--- config.mk ---
export PLATFORM = sky130hd
export DESIGN_NAME = brat_checkpoint_ctrl
export DESIGN_NICKNAME = d
export VERILOG_FILES = /design/src/rtl/brat_checkpoint_ctrl.sv
export SDC_FILE = /design/constraint.sdc
export NUM_CORES = 2
export LEC_CHECK = 0
export ABC_AREA = 1
export ABC_CLOCK_PERIOD_IN_PS = 22800
export CAP_MARGIN = 10
export CORE_MARGIN = 1.5
export CORE_UTILIZATION = 38
export CTS_BUF_LIST = sky130_fd_sc_hd__clkbuf_8 sky130_fd_sc_hd__clkbuf_16
export DETAILED_ROUTE_END_ITERATION = 8
export SYNTH_ARGS = -nofsm -noshare
export SYNTH_HDL_FRONTEND = slang
export SYNTH_SLANG_ARGS = --single-unit
--- constraint.sdc ---
create_clock -name clock -period 22.8 [get_ports clock]
set_clock_uncertainty 0.05 [all_clocks]
set_input_delay 5.7 -clock clock [delete_from_list [all_inputs] [get_ports clock]]
set_output_delay 5.7 -clock clock [all_outputs]
set_load 0.005 [all_outputs]
--- src/rtl/brat_checkpoint_ctrl.sv ---
// Branch checkpoint controller: one RAT snapshot per in-flight branch,
// with dependence masks for squash and CDB-maintained ready bits.
module brat_checkpoint_ctrl #(
   parameter int BRAT_DEPTH = 4,
   parameter int ARCH_REGS  = 32,
   parameter int PHYS_REGS  = 64,
   parameter int PT         = $clog2(PHYS_REGS)
) (
   input  logic                      clock,
   input  logic                      reset,
   input  logic                      alloc_req,
   input  logic [ARCH_REGS*PT-1:0]   rat_value_in,
   input  logic [ARCH_REGS-1:0]      rat_ready_in,
   output logic                      alloc_gnt,
   output logic [BRAT_DEPTH-1:0]     alloc_tag,
   output logic                      full,
   output logic [BRAT_DEPTH-1:0]     active_mask,
   input  logic                      resolve_valid,
   input  logic [BRAT_DEPTH-1:0]     resolve_tag,
   input  logic                      resolve_mispredict,
   input  logic                      cdb_valid,
   input  logic [PT-1:0]             cdb_tag,
   output logic                      checkpoint_write,
   output logic [ARCH_REGS*PT-1:0]   checkpoint_rat_value_out,
   output logic [ARCH_REGS-1:0]      checkpoint_rat_ready_out,
   output logic [BRAT_DEPTH-1:0]     squash_mask,
   output logic [BRAT_DEPTH-1:0]     clear_mask
);

   logic [BRAT_DEPTH-1:0]   valid;
   logic [BRAT_DEPTH-1:0]   dep [BRAT_DEPTH];
   logic [ARCH_REGS*PT-1:0] snap_value [BRAT_DEPTH];
   logic [ARCH_REGS-1:0]    snap_ready [BRAT_DEPTH];

   logic                    res_hit;
   logic                    mis;
   logic                    correct;
   logic [BRAT_DEPTH-1:0]   free_oh;
   logic                    found;
   logic [BRAT_DEPTH-1:0]   kill;
   logic [BRAT_DEPTH-1:0]   valid_n;
   logic [BRAT_DEPTH-1:0]   young;
   logic [ARCH_REGS*PT-1:0] rest_val;
   logic [ARCH_REGS-1:0]    rest_rdy;

   function automatic logic [ARCH_REGS-1:0] cdb_hits(
      input logic [ARCH_REGS*PT-1:0] v,
      input logic                    cv,
      input logic [PT-1:0]           ct
   );
      logic [ARCH_REGS-1:0] h;
      h = '0;
      for (int r = 0; r < ARCH_REGS; r++)
         h[r] = cv && (v[r*PT +: PT] == ct);
      return h;
   endfunction

   assign res_hit     = resolve_valid & |(resolve_tag & valid);
   assign mis         = res_hit & resolve_mispredict;
   assign correct     = res_hit & ~resolve_mispredict;
   assign full        = &valid;
   assign active_mask = valid;
   assign alloc_gnt   = alloc_req & ~full & ~mis;
   assign alloc_tag   = alloc_gnt ? free_oh : '0;
   assign clear_mask  = correct ? resolve_tag : '0;
   assign squash_mask = mis ? (resolve_tag | young) : '0;

   assign checkpoint_write         = mis;
   assign checkpoint_rat_value_out = mis ? rest_val : '0;
   assign checkpoint_rat_ready_out = mis ? rest_rdy : '0;

   always_comb begin
      free_oh = '0;
      found   = 1'b0;
      for (int i = 0; i < BRAT_DEPTH; i++) begin
         if (!valid[i] && !found) begin
            free_oh[i] = 1'b1;
            found      = 1'b1;
         end
      end
   end

   // One-hot resolve tag lets the restore mux be a plain OR of selected slots.
   always_comb begin
      rest_val = '0;
      rest_rdy = '0;
      young    = '0;
      for (int s = 0; s < BRAT_DEPTH; s++) begin
         young[s] = valid[s] & |(dep[s] & resolve_tag);
         if (resolve_tag[s]) begin
            rest_val = rest_val | snap_value[s];
            rest_rdy = rest_rdy | snap_ready[s]
                     | cdb_hits(snap_value[s], cdb_valid, cdb_tag);
         end
      end
   end

   always_comb begin
      kill    = squash_mask | clear_mask;
      valid_n = (valid & ~kill) | alloc_tag;
   end

   always_ff @(posedge clock) begin
      if (reset) begin
         valid <= '0;
         for (int j = 0; j < BRAT_DEPTH; j++)
            dep[j] <= '0;
      end else begin
         valid <= valid_n;
         for (int j = 0; j < BRAT_DEPTH; j++) begin
            if (alloc_tag[j])
               dep[j] <= valid & ~clear_mask;
            else
               dep[j] <= dep[j] & ~kill;
         end
      end
   end

   always_ff @(posedge clock) begin
      for (int j = 0; j < BRAT_DEPTH; j++) begin
         if (alloc_tag[j]) begin
            snap_value[j] <= rat_value_in;
            snap_ready[j] <= rat_ready_in
                           | cdb_hits(rat_value_in, cdb_valid, cdb_tag);
         end else if (valid[j]) begin
            snap_ready[j] <= snap_ready[j]
                           | cdb_hits(snap_value[j], cdb_valid, cdb_tag);
         end
      end
   end

   a_resolve_onehot: assert property (
      @(posedge clock) disable iff (reset)
      resolve_valid |-> $onehot(resolve_tag));

endmodule

======== Yosys cells after proc, flatten, opt, wreduce, memory -nomap -nowiden ========
Memory sizes are Yosys's and may differ from the RTL's.
Cells that the tools add are included.
word-level totals
  register bits after elaboration ......... 4
  bits in writable memories ............... 912
  input port bits ......................... 240
  output and inout bits ................... 243
  word-level logic and storage cells ...... 477
  memories ................................ 3
memories
  name        words  width  rd ports  clocked after Yosys merged registers in  wr ports  RTL line  text
  snap_value  4      192    4         0                                        1         32        logic [ARCH_REGS*PT-1:0] snap_value [BRAT_DEPTH];
  snap_ready  4      32     4         0                                        4         33        logic [ARCH_REGS-1:0] snap_ready [BRAT_DEPTH];
  dep         4      4      4         0                                        4         31        logic [BRAT_DEPTH-1:0] dep [BRAT_DEPTH];
cells by class
  equality and inequality tests ........... 160
  multiplexer cells ....................... 82
  bitwise gates (word level) .............. 54
  reduce and logical (&&, ||, !) cells .... 177
operators with widths
  cell                  number
  192-bit two-way mux   8
  6-bit equality test   160
  192-bit bitwise OR    3
  192-bit OR reduction  3
  32-bit bitwise OR     11
  32-bit two-way mux    9
  1-bit logical AND     163
  1-bit two-way mux     51
  4-bit AND             11
  4-bit two-way mux     11
  4-bit OR reduction    5
  1-bit bitwise OR      12
  4-bit bitwise OR      3
  1-bit AND             9
  4-bit NOT             2
  2-bit two-way mux     3
  1-bit zero test       5
  4-bit AND reduction   1
  1-bit NOT             3

======== Logic depth before layout (Yosys ltp) ========
  word-level depth ........................ 16
  depth in mapped cells ................... 15
  depth with buffers taken out ............ 12

======== Worst setup path after synthesis ========
Ideal clock, no wire load.
  path type ............................... input-to-output
  start ................................... in resolve_tag[1]
  end ..................................... out alloc_tag[0]
  arrival time ............................ 14.328 ns
  slack ................................... 2.722 ns
  stages on the path ...................... 6
  path buffers ............................ 1
  cell sequence ........................... buf_2 > nand2_1 > nand4_1 > nand3_1 > nand2_2 > nor2_1
on the way
  word-level cells in the longest chain between the ends .. 7
RTL lines
  what                RTL line  text
  from (decl)         19        input logic [BRAT_DEPTH-1:0] resolve_tag,
  4-bit AND           58        assign res_hit = resolve_valid & |(resolve_tag & valid);
  4-bit OR reduction  58
  1-bit AND           58
  1-bit AND           59        assign mis = res_hit & resolve_mispredict;
  1-bit NOT           63        assign alloc_gnt = alloc_req & ~full & ~mis;
  1-bit AND           63
  4-bit two-way mux   64        assign alloc_tag = alloc_gnt ? free_oh : '0;
  to (decl)           15        output logic [BRAT_DEPTH-1:0] alloc_tag,
Every way passes these cells.

======== Worst setup path in the final report ========
  start ................................... in cdb_tag[0]
  end ..................................... out checkpoint_rat_ready_out[15]
on the way
  word-level cells in the longest chain between the ends .. 14
  elaborated cells between the ends (all ways) .. 20
  classes of those cells .................. eq/ne (4); mux (5); bitwise (7); reduce/logical (4)
RTL lines
  what                    RTL line  text
  from (decl)             22        input logic [PT-1:0] cdb_tag,
  6-bit equality test     54        h[r] = cv && (v[r*PT +: PT] == ct);
  1-bit logical AND       54
  32-bit bitwise OR       93        | cdb_hits(snap_value[s], cdb_valid, cdb_tag);
  32-bit two-way mux      90        if (resolve_tag[s]) begin
  32-bit bitwise OR       92        rest_rdy = rest_rdy | snap_ready[s]
  32-bit bitwise OR       93
  32-bit two-way mux      90
  32-bit bitwise OR       92
  32-bit bitwise OR       93
  32-bit two-way mux      90
  32-bit bitwise OR       92
  32-bit bitwise OR       93
  32-bit two-way mux (*)  90
  32-bit two-way mux (*)  70        assign checkpoint_rat_ready_out = mis ? rest_rdy : '0;
  to (decl)               25        output logic [ARCH_REGS-1:0] checkpoint_rat_ready_out,
Mark *: on every way between the ends. The rest lies on a longest branch, timed or not.

==> summary.md <==
| Metric | Value |
|---|---|
| Non-Filler Instances | `roughly 9000` |
| Synth Instances | `6549` |
| Status | `finished clean` |
| Synth top cells by count | `nand2_1, edfxtp_1, inv_1` |
| Clk sink count | `a little over 900` |
| RSZ-0062 raised after global routing | `no` |
| # setup viols final | `0` |
| Post-synth EDFFs | `roughly 910` |
| HPWL Detailed | `roughly 130000 um` |
| Worst Path Max Fanout | `56` |
| Ys flop type | `edfxtp_1` |
| Num rows | `135` |
| Maxcap violations | `0` |
| Die W | `between 300 and 400 um` |
| # Post-CTS Setup Buffers | `0` |
| CP endpoint kind | `primary output` |
| Die ar. | `~140000 um^2` |
| Hold Buf Count CTS | `0` |
| Clock Latency Late Sink | `roughly 0.75 ns` |
| Initial antenna violation count | `25` |
| Initial DRC count | `~5800` |
| Total core area | `roughly 140000 um^2` |
| FF/Latch Area | `between 20000 and 30000 um^2` |
| Final core area utilization | `a little under half` |
| DRT Pass-1 Iters | `6` |
| CTS buffer count | `107` |
| GPL Wtd Cong | `approximately 0.88` |
| Detailed-route via count | `approximately 48000` |
| Ranking of synthesized cells by area | `edfxtp_1, nand2_1, inv_1, a21oi_1, nor2_1` |
| Post-route ant nets | `0` |
| IO Pins | `a little under 500` |
| Starting density of the core | `approximately two fifths` |
| Maximum VDD drop | `approximately 0.061 mV` |
| Synth warnings | `0` |
| Mapped cell area | `around 52000 um^2` |
| DR vias/cell | `around 5.4` |
| Net count reported at finish | `7102` |
| Async S/R FF share, synth | `0%` |
| P&R area growth vs syn | `18.2%` |
| Register area share after synthesis | `52.5%` |
| Average cell area after synthesis | `~8.0 um^2` |
| Total Power | `4220 uW` |
| Arrival time of the worst setup path | `approximately 9.6 ns` |
| Max_slew headroom | `roughly 22%` |
| Post-layout minimum cycle time | `roughly 15 ns` |
| H-tree levels | `3` |
| Leak | `0.0267 uW` |
| DRC viols | `0` |
| Most common cell in the netlist | `nand2_1` |
| GR Util All Layers | `between 20 and 30%` |
| Clock tree buffer depth | `3` |
| Final period util | `between 60% and 70%` |
| Clock Tree Root | `clkbuf_16` |
| Power density over the cells | `68.5 nW/um^2` |
| WS Path Type | `in -> out` |
| Yosys top cell area share | `52.4%` |
| Multi-input logic area | `~20000 um^2` |
| Synth unique cells | `41` |
| Critical path required time | `17.05 ns` |
| Final hold violation count | `0` |
| Worst Tran Pin Value | `about 1.2 ns` |
| Resized Gates After CTS | `0` |
| Die Height | `~370 um` |
| Layout cell share with drive strength beyond 1 | `under 10%` |
| Crit path launch type | `primary input` |
| Synth area leader | `edfxtp_1` |
| TNS Setup | `0 ns` |
| FILL cells | `about 13000` |
| Detailed Route WL | `slightly above 200000 um` |
| Synth Register Bits | `approximately 910` |
| Placed insts | `around 8500` |
| Clock transition at the registers of the reported paths | `approximately 0.060 ns` |
| Vias in the first global route | `46100` |
| Count of pins over their slew limit | `0` |
| Global-route wire length before repair | `~300000 um` |
| CTS tree | `built` |
| Hold Path Class | `reg -> reg` |
| GRT overflow | `0` |
| # port buffers | `between 400 and 500` |
| Max Freq | `between 60 and 70 MHz` |
| Largest net degree at the start of global routing | `around 130` |
| Drt wl/cell | `23.6 um` |
-- critical path: stages --
cell             delay (ns)
buf_6                  0.38
buf_4                  0.79
buf_4                  0.83
nand2_1                0.11
nand2_1                0.10
inv_1                  0.04
nand2_1                0.06
nor2_1                 0.04
nand2_1                0.06
nand2_1                0.07
nand2_1                0.06
nand2_1                0.06
nor2_1                 0.64
nor2_1                 0.11
clkdlybuf4s50_1        0.48
-- stage by stage --
| step | cell area, um^2 | setup WS [ns] | hold WS (ns) |
|---|---|---|---|
| floorplan | 52100 | 2.72 | 0.539 |
| global route | 61600 | 7.27 | 0.616 |
| global placement | 58100 | 7.36 | 0.558 |
| CTS | 61500 | 7.43 | 0.578 |
| finish | 61600 | 7.46 | 0.576 |
| detailed placement | 58100 | 7.45 | 0.562 |
-- cell type report --
| class | instances | share of cell area [%] |
|---|---|---|
| diodes | 16 | 0.0650 |
| clock buffers | 109 | 4.43 |
| clock inverters | 93 | 1.09 |
| inverters | 822 | 5.09 |
| multi-input cells | 4468 | 32.5 |
| flip-flops and latches | 912 | 44.4 |
| well taps | 1781 | 3.62 |
| repair buffers | 551 | 8.78 |
-- sequential cells by signal, indices dropped and copies added, names as in the netlist --
| register | flops |
|---|---|
| snap_value | 768 |
| snap_ready | 128 |
| active_mask | 4 |
| dep | 12 |
-- logic make-up (layout without fill, tap and decap cells) --
| group | Yosys count | after routing | share of synthesized area, % |
|---|---|---|---|
| and+or+nand+nor | 3277 | 3277 | 24.4 |
| buffers and inverters | 1180 | 1575 | 9.24 |
| AOI/OAI and AO/OA | 980 | 980 | 10.5 |
| DFF | 912 | 912 | 52.5 |
| xor gates and xnor gates | 199 | 199 | 3.35 |
| other | 1 | 28 | 0.00720 |
-- placed cells by master (no fill, tap or decap), types with 68 or more instances in the layout --
cell type        netlist  routed
clkdlybuf4s50_1        0     471
o22ai_1              116     116
a21oi_1              446     446
xnor2_1               97      97
edfxtp_1             908     908
clkbuf_16              0     109
nand3_1              165     164
inv_1                809     834
buf_4                 21      68
o21ai_0              240     240
xor2_1               102     102
nor2_1               492     489
nand2_1             2519    2515
-- per-layer routing --
layer	share of wire (%)	global-route usage, %	wire (um)	vias to the layer above
li1	-	-	-	21700
met1	39	36.7	80900	22700
met2	46	47.0	94700	2657
met3	9.4	5.27	19400	503
met4	5.4	15.1	11100	20
met5	0.063	0	130	-
-- power by group --
part / switching [uW] / total (uW) / internal [uW]
Sequential: 29.3 / 1950 / 1920
Combinational: 398 / 580 / 182
Clock: 731 / 1690 / 956
-- final timing paths --
path | from | endpoint | slack [ns] | cells past startpoint
worst min register to register | snap_ready[1][17] | snap_ready[1][17] | 0.58 | 4
worst max register to register | active_mask[3] | snap_value[3][91] | 17.83 | 10
worst min-delay path | snap_ready[1][17] | snap_ready[1][17] | 0.58 | 4
worst max-delay path | cdb_tag[0] | checkpoint_rat_ready_out[15] | 7.46 | 15
No activity file was read; power rests on OpenSTA's default activity.
